<file path="config.mk">
export PLATFORM = sky130hd
export DESIGN_NAME = fwd_select_ctrl
export DESIGN_NICKNAME = d
export VERILOG_FILES = /design/src/rtl/fwd_select_ctrl_pkg.sv /design/src/rtl/fwd_select_ctrl_match_prio.sv /design/src/rtl/fwd_select_ctrl.sv
export SDC_FILE = /design/constraint.sdc
export NUM_CORES = 1
export LEC_CHECK = 0
export CAP_MARGIN = 10
export CORE_ASPECT_RATIO = 2
export CORE_MARGIN = 10
export CORE_UTILIZATION = 45
export DETAILED_ROUTE_END_ITERATION = 12
export GPL_ROUTABILITY_DRIVEN = 1
export HOLD_SLACK_MARGIN = 0.05
export PLACE_DENSITY = 0.75
export REMOVE_ABC_BUFFERS = 1
export SYNTH_ARGS = -nofsm -noshare
export SYNTH_HDL_FRONTEND = slang
export SYNTH_HIERARCHICAL = 1
export SYNTH_SLANG_ARGS = --single-unit
</file>
<file path="constraint.sdc">
create_clock -name clk -period 2.4 [get_ports clk]
set_input_delay 0.48 -clock clk [delete_from_list [all_inputs] [get_ports clk]]
set_output_delay 0.48 -clock clk [all_outputs]
set_load 0.01 [all_outputs]
</file>
<file path="src/rtl/fwd_select_ctrl_pkg.sv">
// Shared select codes, shadow-stage record and write-match helper for the EX forwarding controller.
package fwd_select_ctrl_pkg;

    localparam int FWD_ADDR_W = 5;

    localparam logic [1:0] FWD_RF  = 2'b00;
    localparam logic [1:0] FWD_MEM = 2'b01;
    localparam logic [1:0] FWD_WB  = 2'b10;
    localparam logic [1:0] FWD_PWB = 2'b11;

    typedef struct packed {
        logic                  valid;
        logic [FWD_ADDR_W-1:0] rd;
        logic                  reg_write;
        logic                  mem_read;
    } stage_info_t;

    // x0 is hardwired to zero, so a write to it must never be forwarded.
    function automatic logic stage_writes(stage_info_t s, logic [FWD_ADDR_W-1:0] r);
        return s.valid && s.reg_write && (s.rd == r) && (r != '0);
    endfunction

endpackage

</file>
<file path="src/rtl/fwd_select_ctrl_match_prio.sv">
// Priority encoder for one operand: the youngest in-flight producer of rs_i picks the mux input.
module fwd_match_prio
    import fwd_select_ctrl_pkg::*;
(
    input  logic [FWD_ADDR_W-1:0] rs_i,
    input  stage_info_t           ex_i,
    input  stage_info_t           mem_i,
    input  stage_info_t           wb_i,
    output logic [1:0]            sel_o
);

    always_comb begin
        sel_o = FWD_RF;
        if (stage_writes(ex_i, rs_i)) begin
            sel_o = FWD_MEM;
        end else if (stage_writes(mem_i, rs_i)) begin
            sel_o = FWD_WB;
        end else if (stage_writes(wb_i, rs_i)) begin
            sel_o = FWD_PWB;
        end
    end

endmodule

</file>
<file path="src/rtl/fwd_select_ctrl.sv">
// EX operand forwarding-select and load-use stall controller.
// Optional FWD_POST_WB_EN adds the WB shadow stage so a WB-only match selects the post-WB register (11).
// ADDR_W must equal FWD_ADDR_W from the package, which sizes the shadow-stage record.
module fwd_select_ctrl
    import fwd_select_ctrl_pkg::*;
#(
    parameter int ADDR_W = FWD_ADDR_W,
    parameter int CNT_W  = 16
) (
    input  logic              clk,
    input  logic              rst,
    input  logic              flush,
    input  logic              id_valid,
    input  logic [ADDR_W-1:0] id_rs1,
    input  logic [ADDR_W-1:0] id_rs2,
    input  logic [ADDR_W-1:0] id_rd,
    input  logic              id_reg_write,
    input  logic              id_mem_read,
    output logic              stall,
    output logic [1:0]        fwd_sel_a,
    output logic [1:0]        fwd_sel_b,
    output logic              ex_valid,
    output logic [CNT_W-1:0]  stall_cnt
);

    stage_info_t           ex_q, ex_d, mem_q, wb_stage;
    logic [FWD_ADDR_W-1:0] rs1, rs2, rd;
    logic                  hazard, ex_bubble;
    logic [1:0]            sel_a_d, sel_a_q, sel_b_d, sel_b_q;
    logic [CNT_W-1:0]      cnt_d, cnt_q;

    assign rs1 = FWD_ADDR_W'(id_rs1);
    assign rs2 = FWD_ADDR_W'(id_rs2);
    assign rd  = FWD_ADDR_W'(id_rd);

    // Only a load still in EX is too young to forward from; one bubble moves it to MEM.
    assign hazard = id_valid && ex_q.valid && ex_q.mem_read && ex_q.reg_write &&
                    (ex_q.rd != '0) && ((ex_q.rd == rs1) || (ex_q.rd == rs2));
    assign stall     = hazard && !flush;
    assign ex_bubble = !id_valid || flush || stall;

    always_comb begin
        ex_d = '0;
        if (!ex_bubble) begin
            ex_d.valid     = 1'b1;
            ex_d.rd        = rd;
            ex_d.reg_write = id_reg_write;
            ex_d.mem_read  = id_mem_read;
        end
    end

`ifdef FWD_POST_WB_EN
    stage_info_t wb_q;

    always_ff @(posedge clk or posedge rst) begin
        if (rst) begin
            wb_q <= '0;
        end else begin
            wb_q <= mem_q;
        end
    end

    assign wb_stage = wb_q;
`else
    // Write-first register file already covers a WB-only producer.
    assign wb_stage = '0;
`endif

    fwd_match_prio u_match_a (
        .rs_i  (rs1),
        .ex_i  (ex_q),
        .mem_i (mem_q),
        .wb_i  (wb_stage),
        .sel_o (sel_a_d)
    );

    fwd_match_prio u_match_b (
        .rs_i  (rs2),
        .ex_i  (ex_q),
        .mem_i (mem_q),
        .wb_i  (wb_stage),
        .sel_o (sel_b_d)
    );

    assign cnt_d = (stall && (cnt_q != '1)) ? cnt_q + CNT_W'(1) : cnt_q;

    always_ff @(posedge clk or posedge rst) begin
        if (rst) begin
            ex_q    <= '0;
            mem_q   <= '0;
            sel_a_q <= FWD_RF;
            sel_b_q <= FWD_RF;
            cnt_q   <= '0;
        end else begin
            ex_q    <= ex_d;
            mem_q   <= ex_q;
            sel_a_q <= ex_bubble ? FWD_RF : sel_a_d;
            sel_b_q <= ex_bubble ? FWD_RF : sel_b_d;
            cnt_q   <= cnt_d;
        end
    end

    assign fwd_sel_a = sel_a_q;
    assign fwd_sel_b = sel_b_q;
    assign ex_valid  = ex_q.valid;
    assign stall_cnt = cnt_q;

endmodule

</file>
==> impl_metrics.tcl, run 1 <==
set metrics [dict create \
    syn_avg_cell_area_um2 10.7 \
    cts_made_buffers 5 \
    routedWlPerCell_um 15.7 \
    max_freq_mhz 451 \
    syn_inst 188 \
    fin_util_pct 63.2 \
    syn_to_final_growth_pct 36.1 \
    status "complete, no violations" \
    n_fill_cell 377 \
    yosys_warnings 6 \
    grt_pass1_wl_mm 8.53 \
    antenna_found_initial 0 \
    setup_viol 0 \
    pre_cts_slack_ps -234 \
    via_count 1603 \
    grt_max_degree 36 \
    final_cells 318 \
    die_h_um 115 \
    clk_path_buf_depth 2 \
    hold_viol_final 0 \
    combPwrFrac_pct 14.5 \
    rows 34 \
    period_needed_ps 2220 \
    drcViolationCount 0 \
    io_buffers 42 \
    layout.nets 286 \
    place_congestion 0.849 \
    pwr_density_cell_nw_per_um2 443 \
    drv_cap 0 \
    leakage_uw 0.00111 \
    ir_worst_vdd_mv 0.411 \
    arrival_ps 1740 \
    start_util_pct 46.5 \
    die_w_um 67.3 \
    design.core.area_um2 4340 \
    switching_share_pct 24.2 \
    cts_sinks 35 \
    viasPerCell 5.04 \
    slew_viol_final 0 \
    drive_gt1_share_pct 17.0 \
    diodes 0 \
    fin_worst_skew_ps 9.71 \
    startpoint_type "input port" \
    fin_ws_ps 183 \
    clkLatencyLatePin_ps 280 \
    htreeDepth 2 \
    clockPowerShare_pct 35.0 \
    cp.required_ps 1920 \
    power.switching_uw 294 \
    track_usage_pct 14.2 \
    layout_worst_path_cycle_share_pct 92.4 \
    cp_max_fo 2 \
    hold_path_class "reg -> reg" \
    place_inst 311 \
    drt_wl_total_mm 5.00 \
    drtAntennaViolNets 0 \
    p_seq_share_pct 50.5 \
    layout_common_cells "52 x xnor2_1, 41 x clkdlybuf4s50_1, 35 x dfrtp_1" \
    dieArea_um2 7720 \
    holdWs_ps 464 \
    first_pass_iters 4 \
    crit_type "in -> out" \
    dpl.hpwl_mm 4.04 \
    grt_overflow 0 \
    io_pins 43 \
    drtIter0Drc 38 \
    intPower_uw 922 \
    holdBufCountCts 0 \
    synth_area_um2 2020 \
    grt_pass1_vias 1784 \
    endpoint_kind "output pin" \
    path_clk_slew_ps 70 \
    final_common_cell "xnor2_1" \
    cts_tree "yes" \
    cts_root_buffer "clkbuf_8" \
    rsz0062_at_grt "false" \
]
metal layers:
| metal | global-route usage, % | share of wire (%) |
|---|---|---|
| met5 | 0 | 0 |
| met1 | 13.8 | 36 |
| met3 | 4.12 | 6.3 |
| met2 | 26.1 | 55 |
| met4 | 5.92 | 2.5 |
power by group through the flow:
| stage | logic [uW] | registers, uW | clock network (uW) |
|---|---|---|---|
| 6_report | 177 | 614 | 425 |
| 5_1_grt | 195 | 615 | 458 |
| 4_1_cts | 179 | 615 | 435 |
| 3_5_place_dp | 178 | 626 | 0 |
| 3_3_place_gp | 175 | 625 | 0 |
| 2_1_floorplan | 92.0 | 623 | 0 |
area by class of cell:
cell class	instances	area, um2	area share (%)
Clock buffer	6	82.6	3.01
Clock inverter	1	5.00	0.182
Inverter	4	15.0	0.547
Multi-Input combinational cell	160	1160	42.3
Sequential cell	35	876	31.9
Tap cell	54	67.6	2.46
Timing Repair Buffer	58	536	19.5
worst paths after layout:
| check | start | to | slack (ps) | cells after the start |
|---|---|---|---|---|
| setup / recovery | id_rs1[2] | stall | 180 | 6 |
| hold / removal | ex_valid | mem_q[7] | 460 | 0 |
| setup reg to reg | stall_cnt[0] | stall_cnt[1] | 530 | 6 |
| hold reg to reg | ex_valid | mem_q[7] | 460 | 0 |
| max in group asynchronous | rst | stall_cnt[6] | 1490 | 3 |
| min in group asynchronous | rst | stall_cnt[13] | 590 | 3 |
stage by stage:
step	total power [uW]	instance area (um2)	setup TNS, ps
final	1220	2740	0
after global routing	1270	2740	0
after detailed placement	804	2660	-234
after floorplan	715	2050	0
after global placement	800	2660	-235
after CTS	1230	2750	0
worst max-delay path, cell delays in order:
cell and delay (ps):
clkdlybuf4s50_1 500, xnor2_1 130, nand3_1 140, o22ai_4 210, and2_1 140, clkbuf_2 140
flip-flops by register name, indices dropped and copies added, names as in the netlist:
register   flops
ex_valid       1
mem_q          7
fwd_sel_b      2
stall_cnt     16
ex_q           7
fwd_sel_a      2
what timing repair did:
action | CTS | global route
gates cloned | 0 | 0
resized for setup | 1 | 2
setup endpoints to repair | 1 | 1
setup buffers | 0 | 0
Power figures use the tool's default switching activity.
==> run 2, diff against run 1 <==
--- a/config.mk
+++ b/config.mk
@@ -9,6 +9,7 @@
 export CORE_ASPECT_RATIO = 2
 export CORE_MARGIN = 10
 export CORE_UTILIZATION = 45
+export CTS_CLUSTER_SIZE = 14
 export DETAILED_ROUTE_END_ITERATION = 12
 export GPL_ROUTABILITY_DRIVEN = 1
 export HOLD_SLACK_MARGIN = 0.05
==> results of run 2 <==
No change in the layout: final DEF, timing and power equal those of run 1.
==> run 3, diff against run 2 <==
--- a/config.mk
+++ b/config.mk
@@ -8,13 +8,12 @@
 export CAP_MARGIN = 10
 export CORE_ASPECT_RATIO = 2
 export CORE_MARGIN = 10
-export CORE_UTILIZATION = 45
+export CORE_UTILIZATION = 40
 export CTS_CLUSTER_SIZE = 14
 export DETAILED_ROUTE_END_ITERATION = 12
 export GPL_ROUTABILITY_DRIVEN = 1
 export HOLD_SLACK_MARGIN = 0.05
-export PLACE_DENSITY = 0.75
-export REMOVE_ABC_BUFFERS = 1
+export PLACE_DENSITY = 0.68
 export SYNTH_ARGS = -nofsm -noshare
 export SYNTH_HDL_FRONTEND = slang
 export SYNTH_HIERARCHICAL = 1
==> impl_metrics.tcl, run 3 (synthesis gave the netlist of run 1 again) <==
set metrics [dict create \
    status "complete, no violations" \
    htreeDepth 2 \
    largest_reg_flops 16 \
    cp_slowest_stage_delay_ps 490 \
    path_clk_slew_ps 60 \
    layout_common_cells "52 x xnor2_1, 41 x clkdlybuf4s50_1, 35 x dfrtp_1" \
    period_needed_ps 2240 \
    endpoint_kind "output pin" \
    routedWlPerCell_um 15.9 \
    slowest_stage "clkdlybuf4s50_1" \
    crit_path_start "id_rs1[0]" \
    die_w_um 70.2 \
    place_inst 314 \
    fin_ws_ps 160 \
    holdBufCountCts 0 \
    pwr_density_cell_nw_per_um2 429 \
    final_common_cell "xnor2_1" \
    combPwrFrac_pct 15.2 \
    hp-start "ex_q[1]" \
    cts_setup_buffers 0 \
    via_count 1612 \
    cp_max_fo 2 \
    drtIter0Drc 44 \
    antenna_found_initial 0 \
    drtAntennaViolNets 0 \
    power.switching_uw 282 \
    die_h_um 120 \
    viasPerCell 5.04 \
    path_cells "clkdlybuf4s50_1 -> xnor2_1 -> nand3_1 -> o22ai_4 -> and2_1 -> clkbuf_2" \
    leakage_uw 0.00110 \
    r2r_start "stall_cnt[0]" \
    hold_viol_final 0 \
    cp.required_ps 1920 \
    arrival_ps 1760 \
    dpl.hpwl_mm 4.08 \
    switching_share_pct 24.0 \
    io_pins 43 \
    rsz0062_at_grt "false" \
    intPower_uw 890 \
    dieArea_um2 8450 \
    setup_viol 0 \
    fin_worst_skew_ps 4.20 \
    track_usage_pct 12.5 \
    cts_made_buffers 5 \
    cts_tree "yes" \
    diodes 0 \
    startpoint_type "input port" \
    grt_max_degree 36 \
    grt_pass1_vias 1824 \
    grt_overflow 0 \
    drt_wl_total_mm 5.08 \
    final_cells 320 \
    clkLatencyLatePin_ps 270 \
    holdWs_ps 458 \
    layout.nets 286 \
    drv_cap 0 \
    crit_type "in -> out" \
    pre_cts_slack_ps -250 \
    cts_sinks 35 \
    clockPowerShare_pct 32.4 \
    ir_worst_vdd_mv 0.407 \
    p_seq_share_pct 52.4 \
    rows 36 \
    start_util_pct 41.4 \
    cts_root_buffer "clkbuf_8" \
    grt_pass1_wl_mm 8.65 \
    drcViolationCount 0 \
    drive_gt1_share_pct 16.3 \
    max_freq_mhz 446 \
    hold_path_class "reg -> reg" \
    place_congestion 0.829 \
    layout_worst_path_cycle_share_pct 93.3 \
    design.core.area_um2 4860 \
    clk_path_buf_depth 2 \
    syn_to_final_growth_pct 35.5 \
    io_buffers 42 \
    fin_tns_setup_ps 0 \
    first_pass_iters 4 \
    slew_viol_final 0 \
]
==> run 3: path summary, 6_finish.rpt <==
kind | end | slack [ps] | cells after the start
worst max-delay path | stall | 160 | 6
worst min-delay path | mem_q[1] | 460 | 0
min in group asynchronous | stall_cnt[9] | 600 | 3
worst min register to register | mem_q[1] | 460 | 0
max in group asynchronous | mem_q[7] | 1490 | 3
worst max register to register | stall_cnt[1] | 500 | 6
==> run 3: power by group through the flow <==
stage                     Combinational [uW]  Sequential, uW  Clock, uW
after floorplan                         94.0             623          0
after global placement                   176             626          0
after detailed placement                 179             626          0
after CTS                                180             615        396
after global routing                     196             616        418
final                                    178             614        380
==> run 3: layer usage <==
layer,vias up,global-route usage (%),part of all wire [%]
met5,-,0,0
met4,0,7.07,4.1
met3,14,3.11,5.2
met2,48,24.0,56
met1,761,11.3,35
li1,789,-,-
==> run 3: cell type report <==
class,count,area [um2]
inverters,4,15.0
fillers,452,2130
flip-flops and latches,35,876
multi-input cells,160,1160
clock buffers,6,72.6
repair buffers,58,536
well taps,57,71.3
==> run 3: timing repair <==
item | 4_1_cts | 5_1_grt
hold endpoints to repair | 0 | 0
pin swaps | 0 | 1
setup endpoints to repair | 1 | 1
resized for setup | 1 | 2
==> run 3: worst max-delay path: cells and delay by family <==
kind | cells | cell delay [ps]
simple gates | 2 | 310
compound gates | 1 | 220
xor+xnor | 1 | 130
buf+inv | 2 | 620
==> run 3: per-stage QoR <==
step	power (uW)	cell area [um2]	utilization (%)
global placement	802	2660	54.8
global route	1230	2730	56.1
floorplan	717	2060	-
detailed placement	805	2660	54.8
finish	1170	2730	56.1
CTS	1190	2740	56.2
